**config.mk**
```make
export PLATFORM = sky130hd
export DESIGN_NAME = decode_stage
export DESIGN_NICKNAME = d
export VERILOG_FILES = /design/src/rtl/decode_stage.sv
export SDC_FILE = /design/constraint.sdc
export NUM_CORES = 1
export LEC_CHECK = 0
export ABC_AREA = 0
export BUFFER_PORTS_ARGS = -buffer_cell sky130_fd_sc_hd__buf_2
export CAP_MARGIN = 10
export CORE_MARGIN = 3
export CORE_UTILIZATION = 30
export DETAILED_ROUTE_END_ITERATION = 6
export PLACE_DENSITY = 0.56
export SLEW_MARGIN = 25
export SYNTH_ARGS = -nofsm -noshare
export SYNTH_HDL_FRONTEND = slang
export SYNTH_SLANG_ARGS = --single-unit
```
**constraint.sdc**
```tcl
create_clock -name clk_i -period 2.8 [get_ports clk_i]
set_input_delay 0.14 -clock clk_i [delete_from_list [all_inputs] [get_ports clk_i]]
set_output_delay 0.14 -clock clk_i [all_outputs]
set_load 0.01 [all_outputs]
```
**src/rtl/decode_stage.sv**
```systemverilog
// RV32I instruction decode stage: decodes the IF/ID instruction into the ID/EX register,
// with writeback bypass, load-use bubble insertion and redirect flush.
module decode_stage #(
    parameter bit BYPASS_EN = 1'b1
) (
    input  logic        clk_i,
    input  logic        rst_i,
    input  logic        if_valid_i,
    input  logic [31:0] if_pc_i,
    input  logic [31:0] if_instr_i,
    input  logic        flush_i,
    output logic [4:0]  rf_rs1_o,
    output logic [4:0]  rf_rs2_o,
    input  logic [31:0] rf_rs1_data_i,
    input  logic [31:0] rf_rs2_data_i,
    input  logic [4:0]  wb_rd_i,
    input  logic        wb_we_i,
    input  logic [31:0] wb_data_i,
    output logic        stall_if_o,
    output logic        ex_valid_o,
    output logic [31:0] ex_pc_o,
    output logic [31:0] ex_rs1_data_o,
    output logic [31:0] ex_rs2_data_o,
    output logic [31:0] ex_imm_o,
    output logic [4:0]  ex_rs1_o,
    output logic [4:0]  ex_rs2_o,
    output logic [4:0]  ex_rd_o,
    output logic [2:0]  ex_funct3_o,
    output logic [3:0]  ex_alu_op_o,
    output logic        ex_reg_we_o,
    output logic        ex_is_load_o,
    output logic        ex_is_store_o,
    output logic        ex_is_branch_o,
    output logic        ex_is_jal_o,
    output logic        ex_is_jalr_o,
    output logic        ex_alu_src_imm_o,
    output logic        ex_is_lui_o,
    output logic        ex_is_auipc_o,
    output logic        ex_illegal_o
);

    localparam logic [6:0] OpLui    = 7'b0110111;
    localparam logic [6:0] OpAuipc  = 7'b0010111;
    localparam logic [6:0] OpJal    = 7'b1101111;
    localparam logic [6:0] OpJalr   = 7'b1100111;
    localparam logic [6:0] OpBranch = 7'b1100011;
    localparam logic [6:0] OpLoad   = 7'b0000011;
    localparam logic [6:0] OpStore  = 7'b0100011;
    localparam logic [6:0] OpImm    = 7'b0010011;
    localparam logic [6:0] OpReg    = 7'b0110011;
    localparam logic [6:0] OpFence  = 7'b0001111;
    localparam logic [6:0] OpSystem = 7'b1110011;

    localparam logic [3:0] AluAdd   = 4'd0;
    localparam logic [3:0] AluSub   = 4'd1;
    localparam logic [3:0] AluSll   = 4'd2;
    localparam logic [3:0] AluSlt   = 4'd3;
    localparam logic [3:0] AluSltu  = 4'd4;
    localparam logic [3:0] AluXor   = 4'd5;
    localparam logic [3:0] AluSrl   = 4'd6;
    localparam logic [3:0] AluSra   = 4'd7;
    localparam logic [3:0] AluOr    = 4'd8;
    localparam logic [3:0] AluAnd   = 4'd9;
    localparam logic [3:0] AluPassB = 4'd10;

    typedef struct packed {
        logic        valid;
        logic [31:0] pc;
        logic [31:0] rs1_data;
        logic [31:0] rs2_data;
        logic [31:0] imm;
        logic [4:0]  rs1;
        logic [4:0]  rs2;
        logic [4:0]  rd;
        logic [2:0]  funct3;
        logic [3:0]  alu_op;
        logic        reg_we;
        logic        is_load;
        logic        is_store;
        logic        is_branch;
        logic        is_jal;
        logic        is_jalr;
        logic        alu_src_imm;
        logic        is_lui;
        logic        is_auipc;
        logic        illegal;
    } id_ex_t;

    id_ex_t ex_q, ex_d;

    logic [6:0]  opcode, funct7;
    logic [4:0]  rd, rs1, rs2;
    logic [2:0]  funct3;
    logic [31:0] imm_i, imm_s, imm_b, imm_u, imm_j, imm_sh;

    assign opcode = if_instr_i[6:0];
    assign rd     = if_instr_i[11:7];
    assign funct3 = if_instr_i[14:12];
    assign rs1    = if_instr_i[19:15];
    assign rs2    = if_instr_i[24:20];
    assign funct7 = if_instr_i[31:25];

    assign imm_i  = {{20{if_instr_i[31]}}, if_instr_i[31:20]};
    assign imm_s  = {{20{if_instr_i[31]}}, if_instr_i[31:25], if_instr_i[11:7]};
    assign imm_b  = {{19{if_instr_i[31]}}, if_instr_i[31], if_instr_i[7], if_instr_i[30:25],
                     if_instr_i[11:8], 1'b0};
    assign imm_u  = {if_instr_i[31:12], 12'b0};
    assign imm_j  = {{11{if_instr_i[31]}}, if_instr_i[31], if_instr_i[19:12], if_instr_i[20],
                     if_instr_i[30:21], 1'b0};
    assign imm_sh = {27'b0, if_instr_i[24:20]};

    assign rf_rs1_o = rs1;
    assign rf_rs2_o = rs2;

    logic [31:0] dec_imm;
    logic [3:0]  dec_alu_op, f3_alu_op;
    logic        dec_legal, dec_writes_rd, dec_src_imm;
    logic        dec_load, dec_store, dec_branch, dec_jal, dec_jalr, dec_lui, dec_auipc;

    // Shared funct3 -> ALU op mapping for OP and OP-IMM; SUB/SRA selected by funct7[5].
    always_comb begin
        f3_alu_op = AluAdd;
        unique case (funct3)
            3'd0: f3_alu_op = (opcode == OpReg && funct7[5]) ? AluSub : AluAdd;
            3'd1: f3_alu_op = AluSll;
            3'd2: f3_alu_op = AluSlt;
            3'd3: f3_alu_op = AluSltu;
            3'd4: f3_alu_op = AluXor;
            3'd5: f3_alu_op = funct7[5] ? AluSra : AluSrl;
            3'd6: f3_alu_op = AluOr;
            3'd7: f3_alu_op = AluAnd;
        endcase
    end

    always_comb begin
        dec_imm       = imm_i;
        dec_alu_op    = AluAdd;
        dec_legal     = 1'b1;
        dec_writes_rd = 1'b0;
        dec_src_imm   = 1'b0;
        dec_load      = 1'b0;
        dec_store     = 1'b0;
        dec_branch    = 1'b0;
        dec_jal       = 1'b0;
        dec_jalr      = 1'b0;
        dec_lui       = 1'b0;
        dec_auipc     = 1'b0;
        case (opcode)
            OpLui: begin
                dec_imm = imm_u; dec_alu_op = AluPassB; dec_src_imm = 1'b1;
                dec_lui = 1'b1;  dec_writes_rd = 1'b1;
            end
            OpAuipc: begin
                dec_imm = imm_u; dec_src_imm = 1'b1; dec_auipc = 1'b1; dec_writes_rd = 1'b1;
            end
            OpJal: begin
                dec_imm = imm_j; dec_src_imm = 1'b1; dec_jal = 1'b1; dec_writes_rd = 1'b1;
            end
            OpJalr: begin
                dec_src_imm = 1'b1; dec_jalr = 1'b1; dec_writes_rd = 1'b1;
                dec_legal   = (funct3 == 3'd0);
            end
            OpBranch: begin
                dec_imm    = imm_b;
                dec_branch = 1'b1;
                dec_legal  = (funct3 != 3'd2) && (funct3 != 3'd3);
                dec_alu_op = funct3[2] ? (funct3[1] ? AluSltu : AluSlt) : AluSub;
            end
            OpLoad: begin
                dec_src_imm = 1'b1; dec_load = 1'b1; dec_writes_rd = 1'b1;
                dec_legal   = (funct3 != 3'd3) && (funct3 != 3'd6) && (funct3 != 3'd7);
            end
            OpStore: begin
                dec_imm = imm_s; dec_src_imm = 1'b1; dec_store = 1'b1;
                dec_legal = (funct3 < 3'd3);
            end
            OpImm: begin
                dec_src_imm   = 1'b1;
                dec_writes_rd = 1'b1;
                dec_alu_op    = f3_alu_op;
                if (funct3 == 3'd1) begin
                    dec_imm   = imm_sh;
                    dec_legal = (funct7 == 7'h00);
                end else if (funct3 == 3'd5) begin
                    dec_imm   = imm_sh;
                    dec_legal = (funct7 == 7'h00) || (funct7 == 7'h20);
                end
            end
            OpReg: begin
                dec_writes_rd = 1'b1;
                dec_alu_op    = f3_alu_op;
                dec_legal     = (funct7 == 7'h00) ||
                                (funct7 == 7'h20 && (funct3 == 3'd0 || funct3 == 3'd5));
            end
            OpFence, OpSystem: ;
            default: dec_legal = 1'b0;
        endcase
    end

    logic uses_rs1, uses_rs2, hazard;
    logic [31:0] rs1_data, rs2_data;

    assign uses_rs1 = !(opcode == OpLui || opcode == OpAuipc || opcode == OpJal);
    assign uses_rs2 = (opcode == OpReg) || (opcode == OpStore) || (opcode == OpBranch);
    assign hazard   = if_valid_i && ex_q.valid && ex_q.is_load && (ex_q.rd != 5'd0) &&
                      ((uses_rs1 && ex_q.rd == rs1) || (uses_rs2 && ex_q.rd == rs2));
    assign stall_if_o = hazard && !flush_i && !rst_i;

    // Write-through bypass: WB writes the RF this same cycle, so forward its data.
    assign rs1_data = (BYPASS_EN && wb_we_i && wb_rd_i != 5'd0 && wb_rd_i == rs1) ?
                      wb_data_i : rf_rs1_data_i;
    assign rs2_data = (BYPASS_EN && wb_we_i && wb_rd_i != 5'd0 && wb_rd_i == rs2) ?
                      wb_data_i : rf_rs2_data_i;

    always_comb begin
        ex_d = '0;
        if (!flush_i && !hazard) begin
            ex_d.valid    = if_valid_i;
            ex_d.pc       = if_pc_i;
            ex_d.rs1_data = rs1_data;
            ex_d.rs2_data = rs2_data;
            ex_d.imm      = dec_imm;
            ex_d.rs1      = rs1;
            ex_d.rs2      = rs2;
            ex_d.rd       = rd;
            ex_d.funct3   = funct3;
            if (if_valid_i && !dec_legal) begin
                ex_d.illegal = 1'b1;
            end else if (if_valid_i) begin
                ex_d.alu_op      = dec_alu_op;
                ex_d.reg_we      = dec_writes_rd && (rd != 5'd0);
                ex_d.is_load     = dec_load;
                ex_d.is_store    = dec_store;
                ex_d.is_branch   = dec_branch;
                ex_d.is_jal      = dec_jal;
                ex_d.is_jalr     = dec_jalr;
                ex_d.alu_src_imm = dec_src_imm;
                ex_d.is_lui      = dec_lui;
                ex_d.is_auipc    = dec_auipc;
            end
        end
    end

    always_ff @(posedge clk_i) begin
        if (rst_i) begin
            ex_q <= '0;
        end else begin
            ex_q <= ex_d;
        end
    end

    assign ex_valid_o       = ex_q.valid;
    assign ex_pc_o          = ex_q.pc;
    assign ex_rs1_data_o    = ex_q.rs1_data;
    assign ex_rs2_data_o    = ex_q.rs2_data;
    assign ex_imm_o         = ex_q.imm;
    assign ex_rs1_o         = ex_q.rs1;
    assign ex_rs2_o         = ex_q.rs2;
    assign ex_rd_o          = ex_q.rd;
    assign ex_funct3_o      = ex_q.funct3;
    assign ex_alu_op_o      = ex_q.alu_op;
    assign ex_reg_we_o      = ex_q.reg_we;
    assign ex_is_load_o     = ex_q.is_load;
    assign ex_is_store_o    = ex_q.is_store;
    assign ex_is_branch_o   = ex_q.is_branch;
    assign ex_is_jal_o      = ex_q.is_jal;
    assign ex_is_jalr_o     = ex_q.is_jalr;
    assign ex_alu_src_imm_o = ex_q.alu_src_imm;
    assign ex_is_lui_o      = ex_q.is_lui;
    assign ex_is_auipc_o    = ex_q.is_auipc;
    assign ex_illegal_o     = ex_q.illegal;

endmodule
```
# [Word level (Yosys, flattened, before mapping)]
# Index checks and enable logic that the tools add are counted.
[op_classes] order_cmp=1 n_eq_ne=27 muxes=24 bitwise_logic=2 n_reduce_logical=44
[op_table] operator="32-bit case mux with 5 select lines" n=1
[op_table] operator="32-bit 2-to-1 mux" n=4
[op_table] operator="4-bit case mux with 8 select lines" n=1
[op_table] operator="7-bit by 6-bit == test with 1-bit output (second input constant)" n=4
[op_table] operator="7-bit == test (second input constant)" n=4
[op_table] operator="5-bit == test" n=4
[op_table] operator="1-bit logical AND" n=19
[op_table] operator="5-bit nonzero test" n=3
[op_table] operator="7-bit by 5-bit == test with 1-bit output (second input constant)" n=2
[op_table] operator="1-bit 2-to-1 mux" n=14
[op_table] operator="7-bit OR reduction" n=2
[op_table] operator="3-bit == test (second input constant)" n=4
[op_table] operator="4-bit case mux with 3 select lines" n=1
[op_table] operator="1-bit logical OR" n=8
[op_table] operator="7-bit by 2-bit == test with 1-bit output (second input constant)" n=1
[op_table] operator="7-bit by 4-bit == test with 1-bit output (second input constant)" n=1
[op_table] operator="7-bit zero test" n=1
[op_table] operator="1-bit case mux with 7 select lines" n=1
[op_table] operator="3-bit by 2-bit == test with 1-bit output (second input constant)" n=2
[op_table] operator="3-bit 2-to-1 mux" n=2
[op_table] operator="3-bit by 2-bit inequality test with 1-bit output (second input constant)" n=2
[op_table] operator="3-bit inequality test (second input constant)" n=2
[op_table] operator="2-bit OR reduction" n=3
[op_table] operator="1-bit zero test" n=5
[op_table] operator="6 further kinds" n=7
[totals] reg_bits=161 input_bits=170 wordCells=118

# [Logic depth before layout (Yosys ltp)]
# Gate-level depths: netlist of run 1.
[depth] depth_word=11 mapped_depth=10 mapped_depth_nobuf=5

# [Worst setup path before layout of run 1]
# No wires, ideal clock.
[synth_timing] path_type="register -> output" start="register ex_q, in the netlist ex_rd_o[1]" end="output port stall_if_o" t_arrival_ps=1569 slack_ps=1091 stages_incl_launch_ff=7 n_path_buf=1 cell_sequence="dfxtp_1 > xor2_1 > nor4_2 > nand4_2 > o21a_2 > buf_2 > nor3_1"
[synth_via] elab_chain_cells=6 word_cells_on_any_way=10 classes_between="2 x eq/ne; 8 x reduce/logical"
[synth_lines] element="start, declared" line_no="89" rtl="id_ex_t ex_q, ex_d;"
[synth_lines] element="start signal, assigned" line_no="246" rtl="ex_q <= '0;"
[synth_lines] element="start signal, assigned" line_no="248" rtl="ex_q <= ex_d;"
[synth_lines] element="5-bit == test" line_no="206" rtl="((uses_rs1 && ex_q.rd == rs1) || (uses_rs2 && ex_q.rd == rs2));"
[synth_lines] element="1-bit logical AND" line_no="206"
[synth_lines] element="1-bit logical OR" line_no="206"
[synth_lines] element="1-bit logical AND (*)" line_no="205" rtl="assign hazard = if_valid_i && ex_q.valid && ex_q.is_load && (ex_q.rd != 5'd0) &&"
[synth_lines] element="1-bit logical AND (*) (2 in a row)" line_no="207" rtl="assign stall_if_o = hazard && !flush_i && !rst_i;"
[synth_lines] element="end, declared" line_no="19" rtl="output logic stall_if_o,"
# Every way passes the cells marked *; elsewhere a longest branch is shown, timed or not.

# [Worst setup path in the final report of run 1]
# Same ends and word-level chain as after synthesis.

==> impl_results.md, run 1 <==
- Power after layout: 5.44 mW
- Comb pwr share: 14.3%
- Commonest non-fill, non-tap cell in the layout: buf_2
- DR WL/cell: 17.4 microns
- GR Overflow Total: 0
- MaxCap Viol Count: 0
- Via density: 4.55
- Syn Inst Count: 601
- # rows: 51
- Placer Congestion: 0.847
- Final design utilization: 51.0%
- Core box area: 19800 sq um
- Unrepaired setup endpoints after global routing: false
- Root buf cell: clkbuf_16
- Period Utilization, post-route: 85.4%
- # port buffers: 341
- DRT iter0 DRCs: 295
- Fillers: 1866
- Final TNS setup: 0 ns
- Post-CTS sizing: 0
- DRT Pass-1 Iters: 7
- Power density over cell area: 539 nW/um^2
- Worst-path fanout max: 22
- Worst Skew: 0.00770 ns
- Asr flop ratio synth: 0%
- Seq/Total Area, Yosys: 52.5%
- Vias in the first global route: 6370
- Achievable Freq: 0.418 GHz
- Worst skew pair latency: 0.41 ns
- Power Internal: 4.05 mW
- Final Max Slew Viols: 0
- Post-CTS Repair Setup Buffers: 0
- CTS max path bufs: 2
- Avg Synthesized Cell Area: 10.2 sq um
- Main synth FF type: dfxtp_1
- Synth cell types: 56
- DRC viols: 0
- DP HPWL: 16.3 mm
- Post-synth EDFFs: 0
- Slew headroom: 52.0%
- Status: complete, no violations
- Post-Syn Nets: 771
- Synth warn: 0
- Largest net degree at the start of global routing: 103
- Crit. End Element: output pin
- First-pass GRT wire length: 34.9 mm
- Psw: 1.39 mW
- Die Area: 22200 sq um
- Overall routing resource usage: 20.3%
- Flops & latches, synth: 161
- Clock share of power: 41.5%
- Final hold vios: 0
- Share of layout cells above drive strength 1: 36.7%
- Area share of the largest cell type after synthesis: 52.5%
- Htree depth: 4
- Critical Path RT: 2.66 ns
- Io pins: 342
- Worst Setup Path Type: reg -> out
- Mapped Area: 6140 sq um
- Nets: 1248
- Synth area leader: dfxtp_1
- Worst VDD drop: 0.000346 V
- Most frequent cells in the layout: buf_2, dlygate4sd3_1, dfxtp_1, nor2_1, mux2i_1
- Clock Sinks: 161
- Via count: 6192
- Setup violations, final: 0
- CTS Buf Count: 17
- Synth area leaders: dfxtp_1, mux2i_1, nor2_1
- Hold Crit Class: in -> reg
- Sw frac: 25.5%
- TritonCTS clock tree: built
- Vert. Die Dim: 149 microns
- Pleak: 4.81 nW
- Routed WL: 23.7 mm
- Synthesis-to-finish area growth: 64.4%
- Antenna Nets Post-Route: 0
- Die W: 149 microns
- Clock transition at path regs: 0.07 ns
- CP Launch Type: register
- Minimum clock period: 2.39 ns
- Antenna violations before repair: 4
- Starting Density: 31.0%
- Worst Tran Pin Value: 0.721 ns
- Sequential power share: 44.2%
- Arrival time at the worst endpoint: 2.25 ns
timing repair:
| item | CTS | global route |
|---|---|---|
| hold buffers | 163 | 0 |
| hold endpoints to repair | 110 | 0 |
| endpoints found under the setup margin | 0 | 0 |
power by group through the flow:
stage	Clock [mW]	Combinational (mW)	Sequential (mW)
5_1_grt	2.42	0.842	2.41
4_1_cts	2.32	0.770	2.40
2_1_floorplan	0	0.247	2.50
3_3_place_gp	0	0.578	2.45
6_report	2.26	0.778	2.40
3_5_place_dp	0	0.580	2.45
state kept, by name, indices dropped and copies added, names as in the netlist, 3 cells and up:
register / flops
ex_imm_o: 32
ex_pc_o: 32
ex_rs2_o: 5
ex_alu_op_o: 4
ex_funct3_o: 3
ex_rs2_data_o: 32
ex_rs1_o: 5
ex_rd_o: 5
ex_rs1_data_o: 32
routing by layer:
layer	vias to the layer above	wire [microns]	global-route usage [%]	part of all wire [%]
met3	35	1530	5.04	6.5
li1	3002	-	-	-
met4	0	382	6.64	1.6
met2	233	12400	36.8	53
met5	-	0	0	0
met1	2922	9320	23.3	39
per-stage QoR:
stage | worst slack (ns) | hold slack [ns] | area (sq um) | instances
final | 0.408 | 0.0143 | 10100 | 1360
after detailed placement | 0.528 | 0.365 | 7880 | 1160
after global routing | 0.211 | 0.00901 | 10100 | 1360
after global placement | 0.595 | 0.363 | 7880 | 1160
after floorplan | 1.09 | 0.254 | 6140 | 601
after CTS | 0.361 | 0.000778 | 10100 | 1355
critical path, cell delays in order, from the launching register on:
cell and delay [ns]:
dfxtp_1 0.45, xor2_1 0.10, nor3_1 0.24, nand4_1 0.26, o21a_2 0.45, nor3_1 0.18
buf_2 0.16
synthesized netlist by cell type, types with 3 or more instances:
| library cell | instances |
|---|---|
| xor2_1 | 13 |
| dfxtp_1 | 161 |
| nand2_1 | 22 |
| and3_1 | 46 |
| xnor2_1 | 9 |
| a211oi_1 | 6 |
| o21ai_0 | 7 |
| and2_1 | 3 |
| nor3_1 | 7 |
| buf_2 | 10 |
| a22oi_1 | 5 |
| nor2_1 | 104 |
| inv_1 | 10 |
| buf_6 | 17 |
| nand4_1 | 3 |
| nand3_1 | 16 |
| buf_4 | 15 |
| a21oi_1 | 26 |
| mux2i_1 | 65 |
| clkbuf_1 | 11 |
logic make-up after synthesis:
kind of cell	share of synthesized area (%)
AND/OR/NAND/NOR	18.4
flip-flops	52.5
AO/OA/AOI/OAI	8.30
multiplexers	10.6
buffers and inverters	7.06
XOR/XNOR	3.14
area by class of cell:
class,count,area (sq um),area share (%)
Inverter,10,37.5,0.372
Timing Repair Buffer,511,3430,34.0
Sequential cell,161,3220,31.9
Multi-Input combinational cell,377,2500,24.7
Antenna cell,4,10.0,0.0992
Clock inverter,13,123,1.22
Clock buffer,19,443,4.39
Tap cell,265,332,3.29
final timing paths:
check | startpoint | endpoint | slack (ns) | cells past startpoint
max | ex_rd_o[1]$_SDFF_PP0_ | stall_if_o | 0.41 | 6
max reg2reg | ex_rd_o[1]$_SDFF_PP0_ | ex_pc_o[13]$_SDFF_PP0_ | 0.78 | 6
min | wb_data_i[7] | ex_rs2_data_o[7]$_SDFF_PP0_ | 0.01 | 3
min reg2reg | ex_is_load_o$_SDFF_PP0_ | ex_funct3_o[1]$_SDFF_PP0_ | 1.06 | 6
Note: power is estimated with default switching activity, not from simulation.
==> inputs of run 2 (changes only) <==
--- a/config.mk
+++ b/config.mk
@@ -11,8 +11,10 @@
 export CORE_MARGIN = 3
 export CORE_UTILIZATION = 30
 export DETAILED_ROUTE_END_ITERATION = 6
-export PLACE_DENSITY = 0.56
+export GPL_TIMING_DRIVEN = 0
+export PLACE_DENSITY = 0.58
 export SLEW_MARGIN = 25
 export SYNTH_ARGS = -nofsm -noshare
 export SYNTH_HDL_FRONTEND = slang
 export SYNTH_SLANG_ARGS = --single-unit
+export TNS_END_PERCENT = 10
==> constraint.sdc (replaced) <==
create_clock -name clk_i -period 2 [get_ports clk_i]
set_input_delay 0.1 -clock clk_i [delete_from_list [all_inputs] [get_ports clk_i]]
set_output_delay 0.1 -clock clk_i [all_outputs]
set_load 0.01 [all_outputs]
==> impl_results.md, run 2 (synthesized netlist as in run 1, its figures left out) <==
- Pleak: 5.05 nW
- Worst Reg-to-Reg Cells: 8
- DR top layer: met4
- Design area: 10600 sq um
- Core box area: 19800 sq um
- Setup WS pre-CTS: -0.0538 ns
- Nets: 1306
- Period Utilization, post-route: 96.0%
- DRT Pass-1 Iters: 5
- Worst skew pair latency: 0.42 ns
- CTS Buf Count: 17
- Status: complete, no violations
- Hold EP: ex_imm_o[19]$_SDFF_PP0_
- Largest net degree at the start of global routing: 18
- Met1 Routed Length: 9.93 mm
- Via density: 4.56
- Share of layout cells above drive strength 1: 38.6%
- Worst VDD drop: 0.000518 V
- R2r setup slk: 0.14 ns
- Worst Setup Path Type: in -> reg
- Arrival time at the worst endpoint: 2.23 ns
- Final design utilization: 53.5%
- PnR worst setup slack: 0.0793 ns
- Power density over cell area: 735 nW/um^2
- # port buffers: 339
- Achievable Freq: 0.521 GHz
- TritonCTS clock tree: built
- WL met3: 1.74 mm
- Placer Congestion: 0.834
- Final Max Slew Viols: 0
- Io pins: 342
- Area post-placement: 8160 sq um
- Critical Path RT: 2.31 ns
- Hold Crit Class: in -> reg
- Reg2reg start: ex_rd_o[3]$_SDFF_PP0_
- Setup violations, final: 0
- Starting Density: 31.0%
- DP HPWL: 17.3 mm
- Worst Hold Depth: 3
- Most frequent cells in the layout: buf_2, dlygate4sd3_1, dfxtp_1, nor2_1, mux2i_1
- Root buf cell: clkbuf_16
- MaxCap Viol Count: 0
- Worst Tran Pin Value: 0.685 ns
- Clock transition at path regs: 0.07 ns
- Final TNS setup: 0 ns
- CP Launch Type: primary input
- HP Start: if_instr_i[19]
- CTS max path bufs: 2
- First-pass GRT wire length: 37.3 mm
- Vias in the first global route: 6683
- Worst Skew: 0.0124 ns
- Overall routing resource usage: 21.7%
- RR Endpoint: ex_rs1_data_o[8]$_SDFF_PP0_
- Clock Sinks: 161
- Htree depth: 4
- Via count: 6447
- Antenna cells: 0
- Antenna violations before repair: 0
- Power after layout: 7.78 mW
- Die Area: 22200 sq um
- # rows: 51
- Final hold vios: 0
- Slew headroom: 54.0%
- Crit. End Element: register
- Synthesis-to-finish area growth: 72.6%
- Antenna Nets Post-Route: 0
- GR Overflow Total: 0
- DR WL/cell: 17.8 microns
- Worst-path fanout max: 7
- Minimum clock period: 1.92 ns
- Vert. Die Dim: 149 microns
- DRT iter0 DRCs: 218
- DRC viols: 0
- Die W: 149 microns
- Commonest non-fill, non-tap cell in the layout: buf_2
- Routed WL: 25.1 mm
- DR WL met2: 12.8 mm
==> run 2: final cells by class <==
type | count | area [sq um]
clock inverter | 13 | 144
inverter | 10 | 37.5
multi-input combinational | 377 | 2540
sequential | 161 | 3230
fill | 1757 | 9190
tap | 265 | 332
timing repair buffer | 517 | 3470
buffer | 52 | 390
clock buffer | 19 | 443
==> run 2: power by group <==
part           leakage, nW  internal, mW  switching (mW)
Sequential            1.32          3.33          0.0332
Combinational         3.45         0.619           0.556
Clock                0.283          1.80            1.44
Total                 5.05          5.75            2.03
==> run 2: worst max path at each step <==
stage                          start                      endpoint  slack, ns  cells past startpoint
2_1_floorplan  ex_rd_o[1]$_SDFF_PP0_                    stall_if_o       0.33                      6
3_3_place_gp          if_instr_i[20]  ex_rs2_data_o[30]$_SDFF_PP0_      -0.05                      7
3_5_place_dp          if_instr_i[20]  ex_rs2_data_o[30]$_SDFF_PP0_      -0.05                      7
4_1_cts        ex_rd_o[2]$_SDFF_PP0_                    stall_if_o       0.01                      6
5_1_grt        ex_rd_o[2]$_SDFF_PP0_         ex_rd_o[3]$_SDFF_PP0_     -0.001                      8
6_report              if_instr_i[20]   ex_rs2_data_o[1]$_SDFF_PP0_       0.08                      7
==> run 2: metal layers <==
metal  track usage [%]  up-vias
li1                  -     3117
met1              24.7     3009
met2              38.9      275
met3              5.96       46
met4              8.19        0
met5                 0        -
==> run 2: stage by stage <==
step / hold slack (ns) / cells
after floorplan: 0.214 / 601
after global placement: 0.323 / 1205
after detailed placement: 0.326 / 1205
after CTS: 0.00560 / 1414
after global routing: 0.00696 / 1414
final: 0.0196 / 1414
==> run 2: critical path, stage by stage <==
cell and delay [ns]:
buf_2 0.25, xnor2_1 0.16, nand3_1 0.14, nor4_4 0.65, mux2i_1 0.31, dlygate4sd3_1 0.58
nor2_1 0.04
==> run 2: what timing repair did <==
action,CTS,global route
pin swaps,3,5
endpoints found under the setup margin,1,72
hold buffers,175,0
buffers inserted,3,0
resized for setup,4,9
endpoints found under the hold margin,123,0
==> inputs of run 3 (changes only) <==
--- a/config.mk
+++ b/config.mk
@@ -8,6 +8,7 @@
 export ABC_AREA = 0
 export BUFFER_PORTS_ARGS = -buffer_cell sky130_fd_sc_hd__buf_2
 export CAP_MARGIN = 10
+export CORE_ASPECT_RATIO = 1.4
 export CORE_MARGIN = 3
 export CORE_UTILIZATION = 30
 export DETAILED_ROUTE_END_ITERATION = 6
==> impl_results.md, run 3 (synthesized netlist as in run 1, its figures left out) <==
- CTS Buf Count: 17
- Clock Sinks: 161
- Multi-input combinational cell area: 2530 sq um
- First-pass GRT wire length: 37.1 mm
- Starting Density: 30.7%
- Final Max Slew Viols: 0
- Pleak: 5.02 nW
- Vert. Die Dim: 175 microns
- # port buffers: 339
- Power density over cell area: 730 nW/um^2
- Status: complete, no violations
- Hold Crit Class: in -> reg
- Clock transition at path regs: 0.06 ns
- Setup violations, final: 0
- Hold WS: 0.00212 ns
- Io pins: 342
- Sequential cell area: 3230 sq um
- Worst-path fanout max: 10
- Critical Path RT: 2.30 ns
- Nets: 1302
- Htree depth: 4
- Die Area: 22200 sq um
- Antenna violations before repair: 2
- GR Overflow Total: 0
- Arrival time at the worst endpoint: 2.26 ns
- Achievable Freq: 0.512 GHz
- Layout Cells excl Fill: 1400
- DP HPWL: 17.6 mm
- Placer Congestion: 0.946
- DR WL/cell: 17.7 microns
- Root buf cell: clkbuf_16
- Unrepaired setup endpoints after global routing: true
- Worst VDD drop: 0.000525 V
- CP Launch Type: primary input
- Area post-placement: 8150 sq um
- Routed WL: 24.8 mm
- Via count: 6421
- Final design utilization: 52.6%
- PnR worst setup slack: 0.0457 ns
- Worst skew pair latency: 0.42 ns
- Vias in the first global route: 6636
- Core box area: 20000 sq um
- CTS max path bufs: 2
- Crit. End Element: register
- DRT iter0 DRCs: 353
- # rows: 61
- Most frequent cells in the layout: buf_2, dlygate4sd3_1, dfxtp_1, nor2_1, mux2i_1
- Die W: 127 microns
- Overall routing resource usage: 21.5%
- MaxCap Viol Count: 0
- Power after layout: 7.67 mW
- Final TNS setup: 0 ns
- Design area: 10500 sq um
- Placed Instances: 1192
- Synthesis-to-finish area growth: 71.3%
- Antenna Nets Post-Route: 0
- Period Utilization, post-route: 97.7%
- Commonest non-fill, non-tap cell in the layout: buf_2
- DRT Pass-1 Iters: 6
- Final hold vios: 0
- TritonCTS clock tree: built
- Worst Skew: 0.0105 ns
- Minimum clock period: 1.95 ns
- Worst Setup Path Type: in -> reg
- Via density: 4.59
- Largest net degree at the start of global routing: 18
- Setup WS pre-CTS: -0.0859 ns
- DRC viols: 0
- Fillers: 1793
- Share of layout cells above drive strength 1: 38.9%
- Slew headroom: 59.7%
- Worst Tran Pin Value: 0.599 ns
-- run 3: repair_timing --
action                                  in CTS  in global routing
hold endpoints to repair                   120                  0
setup buffers                                3                  2
endpoints found under the setup margin       1                 96
resized for setup                            6                  7
pin swaps                                    4                  5
hold buffers                               169                  0
-- run 3: where the power goes --
part           switching [mW]  internal, mW  leakage, nW
Clock                    1.38          1.76        0.263
Combinational           0.551         0.617         3.43
Sequential             0.0342          3.33         1.32
Total                    1.96          5.71         5.02
-- run 3: path summary, 6_finish.rpt --
path	startpoint	to	slack (ns)	cells after the start
max	wb_rd_i[1]	ex_rs1_data_o[2]$_SDFF_PP0_	0.05	9
min	wb_data_i[0]	ex_rs1_data_o[0]$_SDFF_PP0_	0.002	3
max reg2reg	ex_rd_o[4]$_SDFF_PP0_	ex_rs2_data_o[11]$_SDFF_PP0_	0.17	8
min reg2reg	ex_rd_o[0]$_SDFF_PP0_	ex_alu_src_imm_o$_SDFF_PP0_	1.13	6
-- run 3: per-layer routing --
layer / global-route usage (%) / routed length (microns) / vias up
li1: - / - / 3113
met1: 23.6 / 9460 / 2995
met2: 38.4 / 13000 / 258
met3: 4.59 / 1340 / 55
met4: 11.3 / 1020 / 0
met5: 0 / 0 / -
-- run 3: layout make-up --
type | count | area share [%]
flip-flops and latches | 161 | 30.7
multi-input cells | 377 | 24.1
repair buffers | 513 | 32.6
clock inverters | 13 | 1.19
inverters | 10 | 0.357
plain buffers | 52 | 3.71
diodes | 3 | 0.0714
clock buffers | 19 | 4.21
well taps | 252 | 3.00
-- run 3: critical path: stages --
cell	delay, ns
buf_2	0.12
or4_1	0.57
o21ai_4	0.22
nor4_4	0.07
buf_4	0.17
buf_6	0.16
mux2i_1	0.20
dlygate4sd3_1	0.58
nor2_1	0.05
